--- config.mk ---
export PLATFORM = sky130hd
export DESIGN_NAME = spi_shift_engine
export DESIGN_NICKNAME = d
export VERILOG_FILES = /design/src/rtl/spi_shift_engine.sv
export SDC_FILE = /design/constraint.sdc
export NUM_CORES = 1
export LEC_CHECK = 0
export BUFFER_PORTS_ARGS = -buffer_cell sky130_fd_sc_hd__buf_2
export CELL_PAD_IN_SITES_DETAIL_PLACEMENT = 0
export CELL_PAD_IN_SITES_GLOBAL_PLACEMENT = 1
export CORE_AREA = 2 2 128 130
export DETAILED_ROUTE_END_ITERATION = 10
export DIE_AREA = 0 0 130 132
export GPL_ROUTABILITY_DRIVEN = 0
export PLACE_DENSITY_LB_ADDON = 0.15
export SLEW_MARGIN = 30
export SYNTH_ARGS = -nofsm -noshare
export SYNTH_HDL_FRONTEND = slang
export SYNTH_SLANG_ARGS = --single-unit
--- constraint.sdc ---
create_clock -name sysclk -period 8.51 [get_ports sysclk]
set_input_delay 1.2765 -clock sysclk [delete_from_list [all_inputs] [get_ports sysclk]]
set_output_delay 1.2765 -clock sysclk [all_outputs]
set_load 0.01 [all_outputs]
--- src/rtl/spi_shift_engine.sv ---
// spi_shift_engine
//   SPI character engine driven by the rising/falling SCK strobes of an
//   upstream clock generator. It latches a transmit character and shifts it
//   out on mosi_o. It samples miso_i into a right-aligned receive shifter,
//   using the edge roles selected by CPOL/CPHA. It returns the received
//   character together with a single-cycle done_o pulse.
//
// Ports
//   sysclk, rst_n    system clock, asynchronous active-low reset
//   enable_i         low aborts any transfer and holds the engine idle
//   start_i          start a character (accepted while busy_o = 0)
//   cpol_i, cpha_i   SPI mode; lsb_first_i selects bit order
//   char_len_i       character length in bits, 0 means MAX_LEN
//   tx_data_i        transmit character, right-aligned
//   pos_edge_i       rising-SCK strobe from the clock generator
//   neg_edge_i       falling-SCK strobe from the clock generator
//   miso_i           serial input, already synchronous to sysclk
//   go_o             run request to the clock generator
//   last_clk_o       final SCK period indicator to the clock generator
//   mosi_o           serial output
//   busy_o           transfer in progress
//   done_o           one-cycle end-of-character pulse
//   rx_data_o        received character, right-aligned, upper bits zero
//
// State table
//   state | meaning
//   IDLE  | waiting for start_i; go/busy/mosi low
//   XFER  | character in flight; strobes shift and sample
//   DONE  | one cycle; done_o high, rx_data_o freshly valid

module spi_shift_engine #(
    parameter int MAX_LEN = 32,
    parameter int LEN_W   = $clog2(MAX_LEN)
) (
    input  logic               sysclk,
    input  logic               rst_n,
    input  logic               enable_i,
    input  logic               start_i,
    input  logic               cpol_i,
    input  logic               cpha_i,
    input  logic               lsb_first_i,
    input  logic [LEN_W-1:0]   char_len_i,
    input  logic [MAX_LEN-1:0] tx_data_i,
    input  logic               pos_edge_i,
    input  logic               neg_edge_i,
    input  logic               miso_i,
    output logic               go_o,
    output logic               last_clk_o,
    output logic               mosi_o,
    output logic               busy_o,
    output logic               done_o,
    output logic [MAX_LEN-1:0] rx_data_o
);

    localparam int CNT_W = LEN_W + 1;

    typedef enum logic [1:0] {IDLE, XFER, DONE} state_t;

    state_t             state_q;
    logic               xfer_q;
    logic               done_q;
    logic               last_clk_q;
    logic               mosi_q;
    logic               cpol_q;
    logic               cpha_q;
    logic               lsb_q;
    logic [CNT_W-1:0]   len_q;
    logic [MAX_LEN-1:0] tx_q;
    logic [MAX_LEN-1:0] rx_sh_q;
    logic [MAX_LEN-1:0] rx_sh_d;
    logic [MAX_LEN-1:0] rx_data_q;
    logic [CNT_W-1:0]   lead_cnt_q;
    logic [CNT_W-1:0]   trail_cnt_q;

    logic               lead_stb;
    logic               trail_stb;
    logic               lead_fire;
    logic               trail_fire;
    logic               samp_fire;
    logic [CNT_W-1:0]   samp_cnt;
    logic [CNT_W-1:0]   len_in;
    logic [CNT_W-1:0]   lead_nxt;
    logic [CNT_W-1:0]   trail_nxt;

    // Position of the k-th transferred bit within the right-aligned character.
    function automatic logic [LEN_W-1:0] bit_idx(input logic [CNT_W-1:0] k,
                                                 input logic [CNT_W-1:0] len,
                                                 input logic             lsb);
        return LEN_W'(lsb ? k : (len - k - 1'b1));
    endfunction

    assign len_in    = (char_len_i == '0) ? CNT_W'(MAX_LEN) : {1'b0, char_len_i};
    assign lead_nxt  = lead_cnt_q + 1'b1;
    assign trail_nxt = trail_cnt_q + 1'b1;

    // A coincident pair of strobes is treated as a leading edge only.
    assign lead_stb   = cpol_q ? neg_edge_i : pos_edge_i;
    assign trail_stb  = (cpol_q ? pos_edge_i : neg_edge_i) & ~lead_stb;
    assign lead_fire  = (state_q == XFER) && lead_stb  && (lead_cnt_q  < len_q);
    assign trail_fire = (state_q == XFER) && trail_stb && (trail_cnt_q < len_q);

    always_comb begin
        rx_sh_d   = rx_sh_q;
        samp_cnt  = cpha_q ? trail_cnt_q : lead_cnt_q;
        samp_fire = cpha_q ? trail_fire : lead_fire;
        if (samp_fire) begin
            rx_sh_d[bit_idx(samp_cnt, len_q, lsb_q)] = miso_i;
        end
    end

    always_ff @(posedge sysclk or negedge rst_n) begin
        if (!rst_n) begin
            state_q     <= IDLE;
            xfer_q      <= 1'b0;
            done_q      <= 1'b0;
            last_clk_q  <= 1'b0;
            mosi_q      <= 1'b0;
            cpol_q      <= 1'b0;
            cpha_q      <= 1'b0;
            lsb_q       <= 1'b0;
            len_q       <= '0;
            tx_q        <= '0;
            rx_sh_q     <= '0;
            rx_data_q   <= '0;
            lead_cnt_q  <= '0;
            trail_cnt_q <= '0;
        end else begin
            done_q <= 1'b0;
            if (!enable_i) begin
                state_q    <= IDLE;
                xfer_q     <= 1'b0;
                last_clk_q <= 1'b0;
                mosi_q     <= 1'b0;
            end else begin
                case (state_q)
                    XFER: begin
                        rx_sh_q <= rx_sh_d;
                        if (lead_fire) begin
                            lead_cnt_q <= lead_nxt;
                            if (lead_nxt == len_q) last_clk_q <= 1'b1;
                            if (cpha_q) mosi_q <= tx_q[bit_idx(lead_cnt_q, len_q, lsb_q)];
                        end else if (trail_fire) begin
                            trail_cnt_q <= trail_nxt;
                            if (trail_nxt == len_q) begin
                                // The final sample (cpha=1) is folded in via rx_sh_d.
                                state_q    <= DONE;
                                xfer_q     <= 1'b0;
                                done_q     <= 1'b1;
                                last_clk_q <= 1'b0;
                                mosi_q     <= 1'b0;
                                rx_data_q  <= rx_sh_d;
                            end else if (!cpha_q) begin
                                mosi_q <= tx_q[bit_idx(trail_nxt, len_q, lsb_q)];
                            end
                        end
                    end
                    default: begin
                        state_q    <= IDLE;
                        xfer_q     <= 1'b0;
                        last_clk_q <= 1'b0;
                        mosi_q     <= 1'b0;
                        if (start_i) begin
                            state_q     <= XFER;
                            xfer_q      <= 1'b1;
                            cpol_q      <= cpol_i;
                            cpha_q      <= cpha_i;
                            lsb_q       <= lsb_first_i;
                            len_q       <= len_in;
                            tx_q        <= tx_data_i;
                            rx_sh_q     <= '0;
                            lead_cnt_q  <= '0;
                            trail_cnt_q <= '0;
                            mosi_q      <= cpha_i ? 1'b0
                                                  : tx_data_i[bit_idx('0, len_in, lsb_first_i)];
                        end
                    end
                endcase
            end
        end
    end

    assign go_o       = xfer_q;
    assign busy_o     = xfer_q;
    assign done_o     = done_q;
    assign last_clk_o = last_clk_q;
    assign mosi_o     = mosi_q;
    assign rx_data_o  = rx_data_q;

endmodule

==> results.py, run 1 <==
metrics = {
    "clock_network": {
        "cts_tree": "yes",
        "clk-insertion-delay-late_ns": 0.42,
        "postCtsHoldBufs": 0,
        "cts_resized": 0,
        "path_clk_slew_ns": 0.06,
        "cts_sinks": 122,
        "cts_buffers": 17,
        "cts_setup_buffers": 0,
        "htreeDepth": 4,
        "root_buffer": "clkbuf_16",
        "clockBufferDepth": 2,
    },
    "die": {
        "io_pins": 84,
        "core_um2": 15700,
        "die_w_um": 130,
        "die_h_um": 132,
        "rows": 46,
        "start_util_pct": 49.5,
        "die-area_um2": 17200,
    },
    "route": {
        "drc": 0,
        "vias_per_cell": 6.14,
        "drtIter0Drc": 641,
        "first_pass_iters": 6,
        "wl_mm": 21.6,
        "ant_nets": 0,
        "drt-wirelength-per-cell_um": 19.8,
        "num_vias": 6708,
    },
    "grt": {
        "first_global_vias": 6701,
        "grt_max_degree": 66,
        "grt_pass1_wl_mm": 35.1,
        "overflow": 0,
        "antenna_found_initial": 0,
        "grtUsageTotal_pct": 26.0,
    },
    "power": {
        "irDropWorstVdd_uv": 174,
        "p_per_area_nw_per_um2": 260,
        "leakage_nw": 3.96,
    },
    "synthesis": {
        "synth_compound_area_share_pct": 15.9,
        "ys_types": 64,
        "synth_top_family_by_area": "simple AND/OR/NAND/NOR gates",
        "netlist_instances": 801,
        "synthMuxAreaShare_pct": 15.3,
        "synth_xor_area_share_pct": 2.77,
        "yosysWarningCount": 0,
        "synth-async-reset-ratio_pct": 100,
        "ys.flop_type": "dfrtp_1",
        "ys_ff_latch": 122,
        "synth_fp_nets": 878,
        "synth_area_um2": 7770,
        "seq_area_frac_synth_pct": 39.3,
        "synth_edf_count": 0,
        "yosys.area_share.simple_pct": 17.5,
        "synth.avg_cell_area_um2": 9.70,
        "synth_fa_ha_area_share_pct": 5.12,
    },
    "place": {
        "place.detailed.hpwl_mm": 14.9,
        "pre_cts_slack_ns": 4.67,
        "port-buffer-count": 83,
    },
    "setup_path": {
        "cp_common_cell": "o21ai_0",
        "crit_family": "compound AO/OA/AOI/OAI gates",
        "worstPathRequired_ns": 8.77,
        "timing.rr.start": "cpha_q$_DFFE_PN0P_",
        "crit_buf_inv": 1,
        "cpMaxStageDelayCell": "dfrtp_1",
        "critPathMaxStageDelay_ns": 0.61,
        "crit_arrival_ns": 3.97,
        "worstSetupStartpoint": "cpha_q$_DFFE_PN0P_",
        "worstSetupPathType": "reg2reg",
        "crit_path_start_kind": "flop",
        "endpoint_kind": "flop",
        "crit_fanout": 11,
        "path_cells": "mux2i_1, ha_1, inv_1, fa_1, nor2b_1, o21a_1, o21ai_0, a21oi_2, xor2_1, nand2_1, o21ai_0, a31oi_1",
    },
    "timing": {
        "fin_crit_ns": 3.71,
        "fin_setup_tns_ns": 0,
        "finClkSkew_ns": 0.00895,
        "max_freq_ghz": 0.270,
        "timing.final.crit_share_pct": 43.6,
        "rsz0062_at_grt": "false",
        "max_slew_margin_pct": 35.2,
        "hold_viol": 0,
        "worstMarginPinSlew_ns": 0.945,
        "setup_ws_ns": 4.80,
        "slew_viol_final": 0,
        "finalSetupViolCount": 0,
    },
    "worst_hold_path": {
        "holdCritStartpoint": "rx_sh_q[26]$_DFFE_PN0P_",
        "hold_path.class": "reg2reg",
    },
    "outcome": {
        "status": "finished clean",
    },
    "layout": {
        "syn2layout_area_growth_pct": 15.2,
        "drive_gt1_share_pct": 22.1,
        "final_nets": 941,
        "diodes": 0,
    },
    "job": {
        "maxCapViolations": 0,
    },
}
metal layers:
layer	wire length [um]	global-route usage, %	vias up
met2	10700	42.4	263
met1	8980	33.9	3263
met3	1060	3.37	68
met5	0	0	-
met4	859	13.3	0
li1	-	-	3114
logic make-up after synthesis:
| family | after synthesis |
|---|---|
| AO/OA/AOI/OAI | 184 |
| XOR/XNOR | 23 |
| adder cells (fa/ha/maj) | 30 |
| buffers and inverters | 71 |
| flip-flops | 122 |
| multiplexers | 84 |
| AND/OR/NAND/NOR | 287 |
worst reg2reg max path: cells and delay by family, from the launching register on:
kind | cells | cell delay, ns
AO/OA/AOI/OAI | 5 | 0.89
buffers and inverters | 1 | 0.07
flip-flops | 1 | 0.61
adder cells (fa/ha/maj) | 2 | 0.67
multiplexers | 1 | 0.36
XOR/XNOR | 1 | 0.50
AND/OR/NAND/NOR | 2 | 0.45
layout by cell type (no fill, tap or decap), types with 5 or more instances in the layout:
| cell | count |
|---|---|
| clkbuf_16 | 17 |
| mux4_2 | 8 |
| nor2_1 | 66 |
| nand3_1 | 110 |
| nand2b_1 | 5 |
| mux2i_1 | 23 |
| o21ai_0 | 54 |
| a21oi_1 | 15 |
| nor3_1 | 7 |
| xor2_1 | 9 |
| nand2_1 | 65 |
| ha_1 | 27 |
| mux2_2 | 40 |
| o211ai_1 | 37 |
| clkinv_4 | 6 |
| xnor2_1 | 13 |
| buf_4 | 9 |
| a21o_1 | 5 |
| dfrtp_1 | 122 |
| a31oi_1 | 35 |
| buf_2 | 82 |
| inv_1 | 22 |
| mux4_1 | 11 |
| o31ai_1 | 8 |
| nor2b_1 | 6 |
cell type report:
type,count,area (um^2)
multi-input combinational,608,4420
tap,216,270
clock buffer,20,467
fill,1377,6760
clock inverter,12,140
sequential,122,3050
timing repair buffer,93,520
inverter,22,82.6
sequential cells by signal, indices dropped and copies added (netlist names):
signal / count
rx_data_o: 32
rx_sh_q: 32
tx_q: 32
lead_cnt_q: 6
len_q: 6
trail_cnt_q: 6
busy_o: 1
cpha_q: 1
cpol_q: 1
done_o: 1
last_clk_o: 1
lsb_q: 1
mosi_o: 1
state_q: 1
report_power, final:
group          internal, W  leakage [nW]  total [W]  switching, W
sequential        0.000673          1.61   0.000761     0.0000879
clock             0.000458         0.301   0.000744      0.000287
combinational     0.000356          2.05   0.000827      0.000471
synth_stat cells, types with 6 or more instances:
| library cell | count | share of area, % |
|---|---|---|
| buf_2 | 6 | 0.39 |
| o21ai_0 | 54 | 3.5 |
| inv_1 | 22 | 1.1 |
| buf_6 | 6 | 0.87 |
| dfrtp_1 | 122 | 39 |
| mux2i_1 | 23 | 3.0 |
| mux4_1 | 11 | 3.7 |
| clkbuf_1 | 33 | 1.6 |
| a21oi_1 | 15 | 0.97 |
| nand2_1 | 65 | 3.1 |
| xor2_1 | 9 | 1.0 |
| nor2b_1 | 6 | 0.48 |
| ha_1 | 27 | 4.3 |
| xnor2_1 | 13 | 1.5 |
| mux4_2 | 8 | 2.3 |
| nor3_1 | 7 | 0.45 |
| o211ai_1 | 37 | 3.6 |
| nand3_1 | 111 | 7.1 |
| mux2_2 | 40 | 5.8 |
| a31oi_1 | 35 | 2.8 |
| o31ai_1 | 8 | 0.77 |
| nor2_1 | 66 | 3.2 |
metrics by stage:
step	hold slack (ns)	cell area, um^2	std cells	power, W	utilization, %
6_report	0.502	8950	1093	0.00233	57.0
3_3_place_gp	0.477	8300	1059	0.00157	52.8
4_1_cts	0.504	8910	1091	0.00234	56.7
3_5_place_dp	0.490	8310	1059	0.00159	52.9
2_1_floorplan	0.459	7770	801	0.00135	-
5_1_grt	0.522	8950	1093	0.00246	57.0
final timing paths:
check,to,slack (ns),depth (start not counted)
setup / recovery,rx_data_o[0]$_DFFE_PN0P_,4.80,12
hold / removal,rx_sh_q[26]$_DFFE_PN0P_,0.50,2
setup reg to reg,rx_data_o[0]$_DFFE_PN0P_,4.80,12
hold reg to reg,rx_sh_q[26]$_DFFE_PN0P_,0.50,2
max in group asynchronous,tx_q[5]$_DFFE_PN0P_,6.51,3
min in group asynchronous,rx_sh_q[11]$_DFFE_PN0P_,0.91,1
Note: power is estimated with default switching activity, not from simulation.
==> inputs of run 2 (changes only) <==
Settings changed: CORE_AREA 2 2 128 130 to 2 2 140 142, DIE_AREA 0 0 130 132 to 0 0 142 144.
Clock period 8.51 ns to 3.2 ns, I/O delays scaled along.
==> results.py, run 2 (synthesis gave the netlist of run 1 again) <==
metrics = {
    "setup_path": {
        "r2r_end": "mosi_o$_DFFE_PN0P_",
        "path_cells": "buf_4, inv_1, ha_1, mux2i_4, mux4_1, nor2b_1, a2111oi_4, nor4_2, a211oi_1, o31ai_1",
        "critPathMaxStageDelay_ns": 0.61,
        "reg2reg_slack_ns": 0.15,
        "endpoint_kind": "flop",
        "crit_path_start_kind": "flop",
        "worstSetupStartpoint": "trail_cnt_q[0]$_DFFE_PN0P_",
        "crit_arrival_ns": 3.34,
        "cp-endpoint": "mosi_o$_DFFE_PN0P_",
        "crit_fanout": 8,
        "r2r_cells": 10,
        "worstSetupPathType": "reg2reg",
        "worstPathRequired_ns": 3.49,
        "cpMaxStageDelayCell": "mux4_1",
        "timing.rr.start": "trail_cnt_q[0]$_DFFE_PN0P_",
    },
    "clock_network": {
        "path_clk_slew_ns": 0.06,
        "cts_sinks": 122,
        "htreeDepth": 4,
        "clk-insertion-delay-late_ns": 0.42,
        "cts_buffers": 17,
        "root_buffer": "clkbuf_16",
        "cts_tree": "yes",
        "clockBufferDepth": 2,
        "postCtsHoldBufs": 0,
    },
    "grt": {
        "antenna_found_initial": 0,
        "first_global_vias": 6825,
        "grtUsageTotal_pct": 23.3,
        "overflow": 0,
        "grt_pass1_wl_mm": 36.9,
        "grt_max_degree": 66,
    },
    "route": {
        "ant_nets": 0,
        "first_pass_iters": 6,
        "wl_met1_mm": 9.86,
        "wl_met3_um": 885,
        "top_layer": "met4",
        "drtIter0Drc": 590,
        "drc": 0,
        "wl_mm": 23.0,
        "num_vias": 6852,
        "drt-wirelength-per-cell_um": 19.8,
        "vias_per_cell": 5.92,
        "wl_met2_mm": 11.8,
    },
    "timing": {
        "worstMarginPinSlew_ns": 0.711,
        "finalSetupViolCount": 0,
        "setup_ws_ns": 0.152,
        "timing.final.crit_share_pct": 95.2,
        "finClkSkew_ns": 0.0176,
        "max_slew_margin_pct": 52.2,
        "max_freq_ghz": 0.328,
        "hold_viol": 0,
        "rsz0062_at_grt": "true",
        "fin_setup_tns_ns": 0,
        "fin_crit_ns": 3.05,
        "slew_viol_final": 0,
    },
    "layout": {
        "drive_gt1_share_pct": 26.8,
        "diodes": 0,
        "nFillCells": 1784,
        "layout_commonest_cell": "dfrtp_1",
        "final_cell_mix": "dfrtp_1, nand3_1, buf_2",
        "register_area_um2": 3060,
        "final_nets": 986,
        "syn2layout_area_growth_pct": 20.0,
        "multi_input_area_um2": 4470,
    },
    "die": {
        "core_um2": 19100,
        "io_pins": 84,
        "die_h_um": 144,
        "rows": 51,
        "die_w_um": 142,
        "start_util_pct": 40.7,
        "die-area_um2": 20400,
    },
    "job": {
        "maxCapViolations": 0,
    },
    "place": {
        "pre_cts_slack_ns": -0.346,
        "port-buffer-count": 83,
        "place.detailed.hpwl_mm": 16.5,
    },
    "power": {
        "p_per_area_nw_per_um2": 688,
        "irDropWorstVdd_uv": 404,
        "leakage_nw": 4.16,
    },
    "outcome": {
        "status": "finished clean",
    },
    "worst_hold_path": {
        "hold_path.class": "in2async",
    },
}
==> run 2: changes by cell type in the layout (fill, tap and decap cells not counted), sizes merged <==
cell / before / now
buf: 93 / 138
clkinv: 8 / 5
clkbuf: 20 / 22
inv: 24 / 22
clkinvlp: 0 / 1
==> run 2: critical path, delay by kind of cell, from the launching register on <==
kind | cells | cell delay (ns)
multiplexers | 2 | 0.93
AO/OA/AOI/OAI | 3 | 0.82
flip-flops | 1 | 0.35
adder cells (fa/ha/maj) | 1 | 0.31
AND/OR/NAND/NOR | 2 | 0.28
buffers and inverters | 2 | 0.24
==> run 2: metal layers <==
metal / up-vias / GRT usage (%)
li1: 3191 / -
met1: 3435 / 29.7
met5: - / 0
met2: 196 / 40.3
met4: 0 / 7.58
met3: 30 / 4.27
==> run 2: layout make-up <==
class / instances / share of cell area, %
clock buffers: 22 / 4.98
clock inverters: 8 / 1.03
inverters: 22 / 0.886
multi-input cells: 608 / 47.9
flip-flops and latches: 122 / 32.8
well taps: 238 / 3.19
repair buffers: 138 / 9.22
==> run 2: where the power goes <==
part | leakage (nW) | switching [W] | total [W] | internal [W]
Clock | 0.276 | 0.000703 | 0.00188 | 0.00117
Combinational | 2.28 | 0.00138 | 0.00253 | 0.00116
Sequential | 1.60 | 0.000215 | 0.00201 | 0.00179
==> run 2: worst min-delay path by stage <==
stage / startpoint / end / slack, ns / cells past startpoint
2_1_floorplan: rst_n / busy_o$_DFFE_PN0P_ / 0.18 / 0
3_3_place_gp: rst_n / rx_data_o[8]$_DFFE_PN0P_ / 0.46 / 1
3_5_place_dp: rst_n / rx_data_o[4]$_DFFE_PN0P_ / 0.46 / 1
4_1_cts: rst_n / rx_data_o[4]$_DFFE_PN0P_ / 0.02 / 1
5_1_grt: rst_n / rx_data_o[4]$_DFFE_PN0P_ / 0.03 / 1
6_report: rst_n / rx_data_o[4]$_DFFE_PN0P_ / 0.006 / 1
==> run 2: through the flow <==
| stage | instance area [um^2] | power (W) | hold slack (ns) | std cells | utilization, % |
|---|---|---|---|---|---|
| final | 9330 | 0.00642 | 0.00630 | 1158 | 48.9 |
| after detailed placement | 8680 | 0.00445 | 0.461 | 1126 | 45.5 |
| after global placement | 8680 | 0.00438 | 0.457 | 1126 | 45.5 |
| after floorplan | 7770 | 0.00358 | 0.184 | 801 | - |
| after global routing | 9330 | 0.00678 | 0.0259 | 1158 | 48.9 |
| after CTS | 9260 | 0.00636 | 0.0192 | 1156 | 48.5 |
==> run 2: repair_timing <==
action / in CTS / in global routing
pin swaps: 0 / 3
buffers inserted: 0 / 2
cloned: 0 / 0
setup endpoints to repair: 1 / 62
gates resized for setup: 3 / 23
